--- src/rtl/md_seq.sv ---
// md_seq -- multi-cycle sequencer in front of the single-cycle HI/LO
// multiply/divide unit.
//
// It accepts one mult/multu/div/divu/mthi/mtlo request from decode and
// latches the operands. A countdown then models the real iterative latency,
// and afterwards exactly one write command (md_da, md_db, md_op) goes to the
// md unit. The block also produces the decode-stage stall for HI/LO readers
// and for back-to-back md requests.
//
// Parameters:
//   MUL_LAT  RUN cycles for mult/multu (1..63)
//   DIV_LAT  RUN cycles for div/divu   (1..63)
//
// Ports:
//   clk       rising-edge clock
//   rst_n     synchronous active-low reset
//   start     decode presents an md request
//   op        000 mult, 001 multu, 010 div, 011 divu, 100 mthi, 101 mtlo
//             (110/111 are ignored)
//   a, b      rs / rt operands, captured when the request is accepted
//   use_hilo  decode holds mfhi/mflo
//   abort     exception flush; cancels an op that is still in RUN
//   busy      sequencer not idle
//   stall     freeze decode stage
//   md_da     operand A to the md unit
//   md_db     operand B to the md unit
//   md_op     write command to the md unit (3'b111 = no write)
//   done      one-cycle pulse in the commit cycle
//   div0      (MD_DIV0_TRAP_EN only) pulses with done for a trapped
//             divide by zero
//
// Optional feature, macro MD_DIV0_TRAP_EN:
//   When it is defined, a div/divu accepted with b == 0 skips RUN and commits
//   a no-write (md_op 3'b111) together with div0. When it is undefined, a
//   divide by zero runs the full latency and commits normally.

module md_seq #(
  parameter int MUL_LAT = 5,
  parameter int DIV_LAT = 32
) (
  input  logic        clk,
  input  logic        rst_n,
  input  logic        start,
  input  logic [2:0]  op,
  input  logic [31:0] a,
  input  logic [31:0] b,
  input  logic        use_hilo,
  input  logic        abort,
  output logic        busy,
  output logic        stall,
  output logic [31:0] md_da,
  output logic [31:0] md_db,
  output logic [2:0]  md_op,
  output logic        done
`ifdef MD_DIV0_TRAP_EN
  ,
  output logic        div0
`endif
);

  typedef enum logic [1:0] {
    IDLE   = 2'd0,
    RUN    = 2'd1,
    COMMIT = 2'd2
  } state_t;

  localparam logic [2:0] OP_NONE = 3'b111;

  // The countdown is loaded with LAT-1 so that the counter reaches zero in
  // the last RUN cycle, which gives exactly LAT cycles in RUN.
  localparam logic [5:0] MUL_CNT = 6'(MUL_LAT - 1);
  localparam logic [5:0] DIV_CNT = 6'(DIV_LAT - 1);

  state_t      state_q, state_d;
  logic [5:0]  cnt_q, cnt_d;
  logic [2:0]  op_q, op_d;
  logic [31:0] a_q, a_d;
  logic [31:0] b_q, b_d;
`ifdef MD_DIV0_TRAP_EN
  logic        div0_q, div0_d;
`endif

  // Next-state logic. A new request is only considered in IDLE, so a request
  // that arrives while busy stays held by the stalled decode stage until the
  // first IDLE cycle. abort takes priority over the end-of-count transition.
  always_comb begin
    state_d = state_q;
    cnt_d   = cnt_q;
    op_d    = op_q;
    a_d     = a_q;
    b_d     = b_q;
`ifdef MD_DIV0_TRAP_EN
    div0_d  = div0_q;
`endif
    unique case (state_q)
      IDLE: begin
        if (start && !op[2]) begin
          op_d    = op;
          a_d     = a;
          b_d     = b;
          cnt_d   = op[1] ? DIV_CNT : MUL_CNT;
          state_d = RUN;
`ifdef MD_DIV0_TRAP_EN
          div0_d  = 1'b0;
          // A trapped divide by zero commits a no-write straight away.
          if (op[1] && (b == 32'd0)) begin
            op_d    = OP_NONE;
            cnt_d   = 6'd0;
            div0_d  = 1'b1;
            state_d = COMMIT;
          end
`endif
        end else if (start && !op[1]) begin
          // mthi/mtlo have no iterative latency.
          op_d    = op;
          a_d     = a;
          b_d     = b;
          state_d = COMMIT;
`ifdef MD_DIV0_TRAP_EN
          div0_d  = 1'b0;
`endif
        end
      end
      RUN: begin
        if (abort) begin
          state_d = IDLE;
        end else if (cnt_q == 6'd0) begin
          state_d = COMMIT;
        end else begin
          cnt_d = cnt_q - 6'd1;
        end
      end
      COMMIT: begin
        state_d = IDLE;
      end
      default: begin
        state_d = IDLE;
      end
    endcase
  end

  // State and operand registers with synchronous active-low reset.
  always_ff @(posedge clk) begin
    if (!rst_n) begin
      state_q <= IDLE;
      cnt_q   <= 6'd0;
      op_q    <= OP_NONE;
      a_q     <= 32'd0;
      b_q     <= 32'd0;
`ifdef MD_DIV0_TRAP_EN
      div0_q  <= 1'b0;
`endif
    end else begin
      state_q <= state_d;
      cnt_q   <= cnt_d;
      op_q    <= op_d;
      a_q     <= a_d;
      b_q     <= b_d;
`ifdef MD_DIV0_TRAP_EN
      div0_q  <= div0_d;
`endif
    end
  end

  // The md command is decoded only from registered state, so no input ever
  // reaches md_op/md_da/md_db/done combinationally. stall is the exception:
  // it has to react to the request that is on decode's inputs in this cycle.
  assign busy  = (state_q != IDLE);
  assign done  = (state_q == COMMIT);
  assign md_op = done ? op_q : OP_NONE;
  assign md_da = a_q;
  assign md_db = b_q;
  assign stall = busy & (start | use_hilo);
`ifdef MD_DIV0_TRAP_EN
  assign div0  = done & div0_q;
`endif

endmodule
--- config.mk ---
export PLATFORM = sky130hd
export DESIGN_NAME = md_seq
export DESIGN_NICKNAME = d
export VERILOG_FILES = /design/src/rtl/md_seq.sv
export SDC_FILE = /design/constraint.sdc
export NUM_CORES = 1
export LEC_CHECK = 0
export BUFFER_PORTS_ARGS = -buffer_cell sky130_fd_sc_hd__buf_2
export CORE_ASPECT_RATIO = 0.8
export CORE_UTILIZATION = 49
export DETAILED_ROUTE_END_ITERATION = 10
export HOLD_SLACK_MARGIN = 0.1
export PLACE_DENSITY = 0.82
export SETUP_SLACK_MARGIN = 0.02
export SLEW_MARGIN = 20
export SYNTH_ARGS = -nofsm -noshare
export SYNTH_HDL_FRONTEND = slang
export SYNTH_SLANG_ARGS = --single-unit
--- constraint.sdc ---
create_clock -name clk -period 5.5 [get_ports clk]
set_clock_uncertainty 0.1 [all_clocks]
set_input_delay 0 -clock clk [delete_from_list [all_inputs] [get_ports clk]]
set_output_delay 0 -clock clk [all_outputs]
set_load 0.01 [all_outputs]
======== Word level (Yosys, flattened, before mapping) ========
Cells that the tools add are included.
cells by class
  eq/ne operators ......................... 7
  mux-type cells .......................... 17
  add/subtract/negate cells ............... 1
  reduce and logical (&&, ||, !) cells .... 12
  bitwise gates (word level) .............. 2
operators by type and width
  operator                                          number
  two-way mux 32 bit                                4
  two-way mux 6 bit                                 3
  one-hot mux 6 bit (2 select lines)                1
  two-way mux 3 bit                                 3
  two-way mux 2 bit                                 4
  zero test 6 bit                                   1
  != test 2 bit, second input constant              3
  != test 3 bit, second input constant              2
  nonzero test 2 bit                                3
  subtractor 6 x 1 -> 6 bit, second input constant  1
  two-way mux 5 bit                                 1
  one-hot mux 2 bit (2 select lines)                1
  AND reduction 2 bit                               2
  AND reduction 4 bit                               1
  == test 2 x 1 -> 1 bit, second input constant     1
  == test 2 bit, second input constant              1
  logical AND 1 bit                                 2
  zero test 1 bit                                   2
  zero test 2 bit                                   1
  AND 1 bit                                         1
  OR 1 bit                                          1
word-level totals
  output and inout port bits .............. 70
  bits in registers ....................... 75

======== Depth between registers and ports, before layout ========
  depth after elaboration ................. 5
  depth in mapped cells ................... 6
  gate-level depth less buffers ........... 6

======== Worst setup path after synthesis ========
OpenSTA, ideal clock, no wires.
  path kind ............................... register -> register
  start ................................... register cnt_q[0]
  end ..................................... register cnt_q[2]
  path buffers ............................ 0
  cell stages (with the launch flop) ...... 7
  arrival time ............................ 1.532 ns
  setup slack ............................. 3.750 ns
  cell sequence ........................... dfxtp_1 inv_1 ha_1 nor2b_1 a211oi_1 nor2_1 o221a_2
on the way
  cells in the longest elaborated chain, start to end .. 4
RTL lines
  item                                line  text
  start, declared                     75    logic [5:0] cnt_q, cnt_d;
  start signal, assigned              155   cnt_q <= cnt_d;
  subtractor 6 x 1 -> 6 bit           130   cnt_d = cnt_q - 6'd1;
  two-way mux 6 bit                   127   end else if (cnt_q == 6'd0) begin
  two-way mux 6 bit                   125   if (abort) begin
  one-hot mux 6 bit (2 select lines)  95    unique case (state_q)
Several ways; a longest one is shown, not always the timed one. The select of a mux whose other input is x is not followed.
A chain may end at the register's enable or synchronous reset.

======== Final worst setup path ========
  start ................................... register state_q[0]
  end ..................................... register op_q[0]
on the way
  cells in the longest elaborated chain, start to end .. 2
RTL lines
  item                           line  text
  start, declared                74    state_t state_q, state_d;
  start signal, assigned         154   state_q <= state_d;
  zero test 2 bit                95
  AND reduction 2 bit (no line)  n/a
  end signal, assigned           156   op_q <= op_d;
  end, declared                  76    logic [2:0] op_q, op_d;
Every way passes these cells.

==> results.sh <==
export IMPL_drtIter0Drc=162
export IMPL_synth_cell_type_count=37
export IMPL_finalCritPeriodShare_pct=50.4
export IMPL_io_buffers=141
export IMPL_yosysMostFrequentCell="nand2_1"
export IMPL_synth_xor_area_share_pct=0
export IMPL_grt_max_degree=71
export IMPL_hold_path_end="stall"
export IMPL_crit_path_top_delay_cell="buf_4"
export IMPL_vias_per_cell=5.10
export IMPL_grt_pass1_wl_um=15300
export IMPL_power_leakage_uw=0.00209
export IMPL_cts_clk_slew_worst_paths_ns=0.07
export IMPL_synth_compound_area_share_pct=17.3
export IMPL_reg2reg_slack_ns=2.73
export IMPL_r2r_cells=6
export IMPL_crit_chain="or3b_4 > a21oi_4 > buf_4 > nand2_1 > nand3_1 > dlygate4sd3_1"
export IMPL_via_count=3386
export IMPL_wl_per_cell_um=14.7
export IMPL_layout_nets=656
export IMPL_synthTopCellsByArea="dfxtp_1 (53%), nand2_1 (18%), a21oi_1 (12%)"
export IMPL_yosys_area_top_type="dfxtp_1"
export IMPL_hpwl_um=4730
export IMPL_synth_fa_ha_area_share_pct=0.878
export IMPL_cts_root_buf="clkbuf_8"
export IMPL_cts_buffers=9
export IMPL_outcome="finished clean"
export IMPL_synthFlopType="dfxtp_1"
export IMPL_finalHoldViolations=0
export IMPL_setup_ws_ns=2.73
export IMPL_finalCriticalPeriod_ns=2.77
export IMPL_r2r_start="state_q[0]"
export IMPL_drive_gt1_share_pct=27.8
export IMPL_drtAntennaViolNets=0
export IMPL_async_reset_ff_share_pct=0
export IMPL_antenna_found_initial=0
export IMPL_place_ws_ns=3.27
export IMPL_diodes=0
export IMPL_yosys_area_top_type_share_pct=52.7
export IMPL_r2r_end="op_q[0]"
export IMPL_min_path_type="input port to primary output"
export IMPL_cpPeakStageDelay_ns=0.54
export IMPL_syn_area_mm2=0.00285
export IMPL_cpLargestDelayFamily="buffers and inverters"
export IMPL_synth_common_cells="nand2_1 (135), dfxtp_1 (75), a21oi_1 (70)"
export IMPL_core_area_mm2=0.00553
export IMPL_area_growth_pct=63.8
export IMPL_crit_path_start_kind="flop"
export IMPL_yosys_area_share_simple_pct=24.5
export IMPL_ir_drop_mv=0.210
export IMPL_num_rows=24
export IMPL_synth_top_family_by_area="simple AND/OR/NAND/NOR gates"
export IMPL_setup_viol=0
export IMPL_muxShareOfSynthArea_pct=0
export IMPL_ys_seq_elements=75
export IMPL_drv_slew=0
export IMPL_dieArea_mm2=0.00613
export IMPL_yosysSeqAreaShare_pct=52.7
export IMPL_syn_inst=364
export IMPL_fin_setup_tns_ns=0
export IMPL_max_freq_ghz=0.361
export IMPL_min_from="use_hilo"
export IMPL_cp_num_buf_inv=2
export IMPL_drt_first_pass_iters=5
export IMPL_gp_congestion=0.918
export IMPL_power_density_mw_per_mm2=278
export IMPL_worstPathArrival_ns=2.96
export IMPL_avgSynthCellArea_um2=7.83
export IMPL_path_max_fanout=49
export IMPL_tightest_slew_ns=0.900
export IMPL_synth_warnings=0
export IMPL_drc_errors=0
export IMPL_drt_total_wl_um=9750
export IMPL_power_total_uw=1300
export IMPL_hold_path_depth=3
export IMPL_drv_cap=0
export IMPL_crit_type="flop to flop"
export IMPL_syn_num_nets=438
export IMPL_cp_required_ns=5.68
export IMPL_initial_utilization_pct=51.6
export IMPL_cts_max_level=3
export IMPL_grt_usage_pct=32.2
export IMPL_critPathCaptureType="flop"
export IMPL_synth_edf_count=0
export IMPL_cts_path_max_buffers=2
export IMPL_clock_latency_ns=0.34
export IMPL_die_y_um=70.2
export IMPL_tritoncts="done"
export IMPL_clkSinkCount=75
export IMPL_grt_ovfl_total=0
export IMPL_fp_dieW_um=87.3
export IMPL_rsz0062_at_grt="no"
export IMPL_num_io_pins=142
export IMPL_max_slew_margin_pct=40.0
export IMPL_grt_pass1_vias=3406
worst register-to-register path, stage by stage (launching register included):
cell and delay (ns):
dfxtp_1 0.44, or3b_4 0.47, a21oi_4 0.39, buf_4 0.54
nand2_1 0.13, nand3_1 0.10, dlygate4sd3_1 0.54
registers in the layout, summed over array words and instances (netlist names):
| signal | flops |
|---|---|
| cnt_q | 6 |
| op_q | 3 |
| state_q | 2 |
| md_da | 32 |
| md_db | 32 |
layer usage:
layer  share of wire [%]  global-route usage, %  up-vias
met4                 3.3                   16.0        0
met2                  47                   54.3      181
met3                 9.3                   10.0       33
met5                   0                      0        -
met1                  41                   36.4     1539
li1                    -                      -     1633
per-stage QoR:
step	hold slack, ns	cell area (um^2)	util [%]	instances
after CTS	0.184	4660	84.4	664
after global placement	0.112	3550	64.3	560
final	0.221	4670	84.5	664
after global routing	0.239	4670	84.5	664
after floorplan	0.0242	2850	-	364
after detailed placement	0.111	3550	64.3	560
how the worst max path moves through the flow:
stage / cells past startpoint / end / from / slack [ns]
after floorplan: 6 / cnt_q[2] / cnt_q[0] / 3.75
after global placement: 5 / md_da[0] / state_q[0] / 3.31
after detailed placement: 5 / md_db[27] / state_q[0] / 3.27
after CTS: 6 / op_q[0] / state_q[0] / 2.82
after global routing: 6 / op_q[0] / state_q[0] / 2.57
final: 6 / op_q[0] / state_q[0] / 2.73
area by class of cell:
cell class	instances	area [um^2]
sequential	75	1500
tap	78	97.6
fill	305	857
clock buffer	10	138
inverter	4	16.3
timing repair buffer	231	1600
clock inverter	5	77.6
multi-input combinational	261	1230
what timing repair did:
action | 4_1_cts | 5_1_grt
hold endpoints to repair | 74 | 0
hold buffers | 89 | 0
setup buffers | 0 | 0
gates resized for setup | 0 | 0
cells by family (layout without fill, tap and decap cells):
group	after synthesis	after routing
buf+inv	28	250
fa+ha+maj	2	2
simple gates	170	170
flops	75	75
compound gates	89	89
cells in the final DEF (no fill, tap or decap), types with 2 or more instances in the layout:
master,instances
dlygate4sd3_1,89
clkinv_2,3
and3_1,2
a31oi_1,2
dfxtp_1,75
nand2_1,135
clkbuf_8,10
o32ai_1,2
or3_1,3
nor2b_1,3
nand3_1,3
buf_2,141
nor2_1,12
inv_1,3
o21ai_0,3
bufinv_16,2
nor3_1,4
ha_1,2
a21oi_1,69
where the power goes:
part           internal [uW]  leakage [uW]  switching, uW
clock                    264      0.000108            197
combinational            115       0.00136            123
sequential               577      0.000615           20.9
Power figures use the tool's default switching activity.
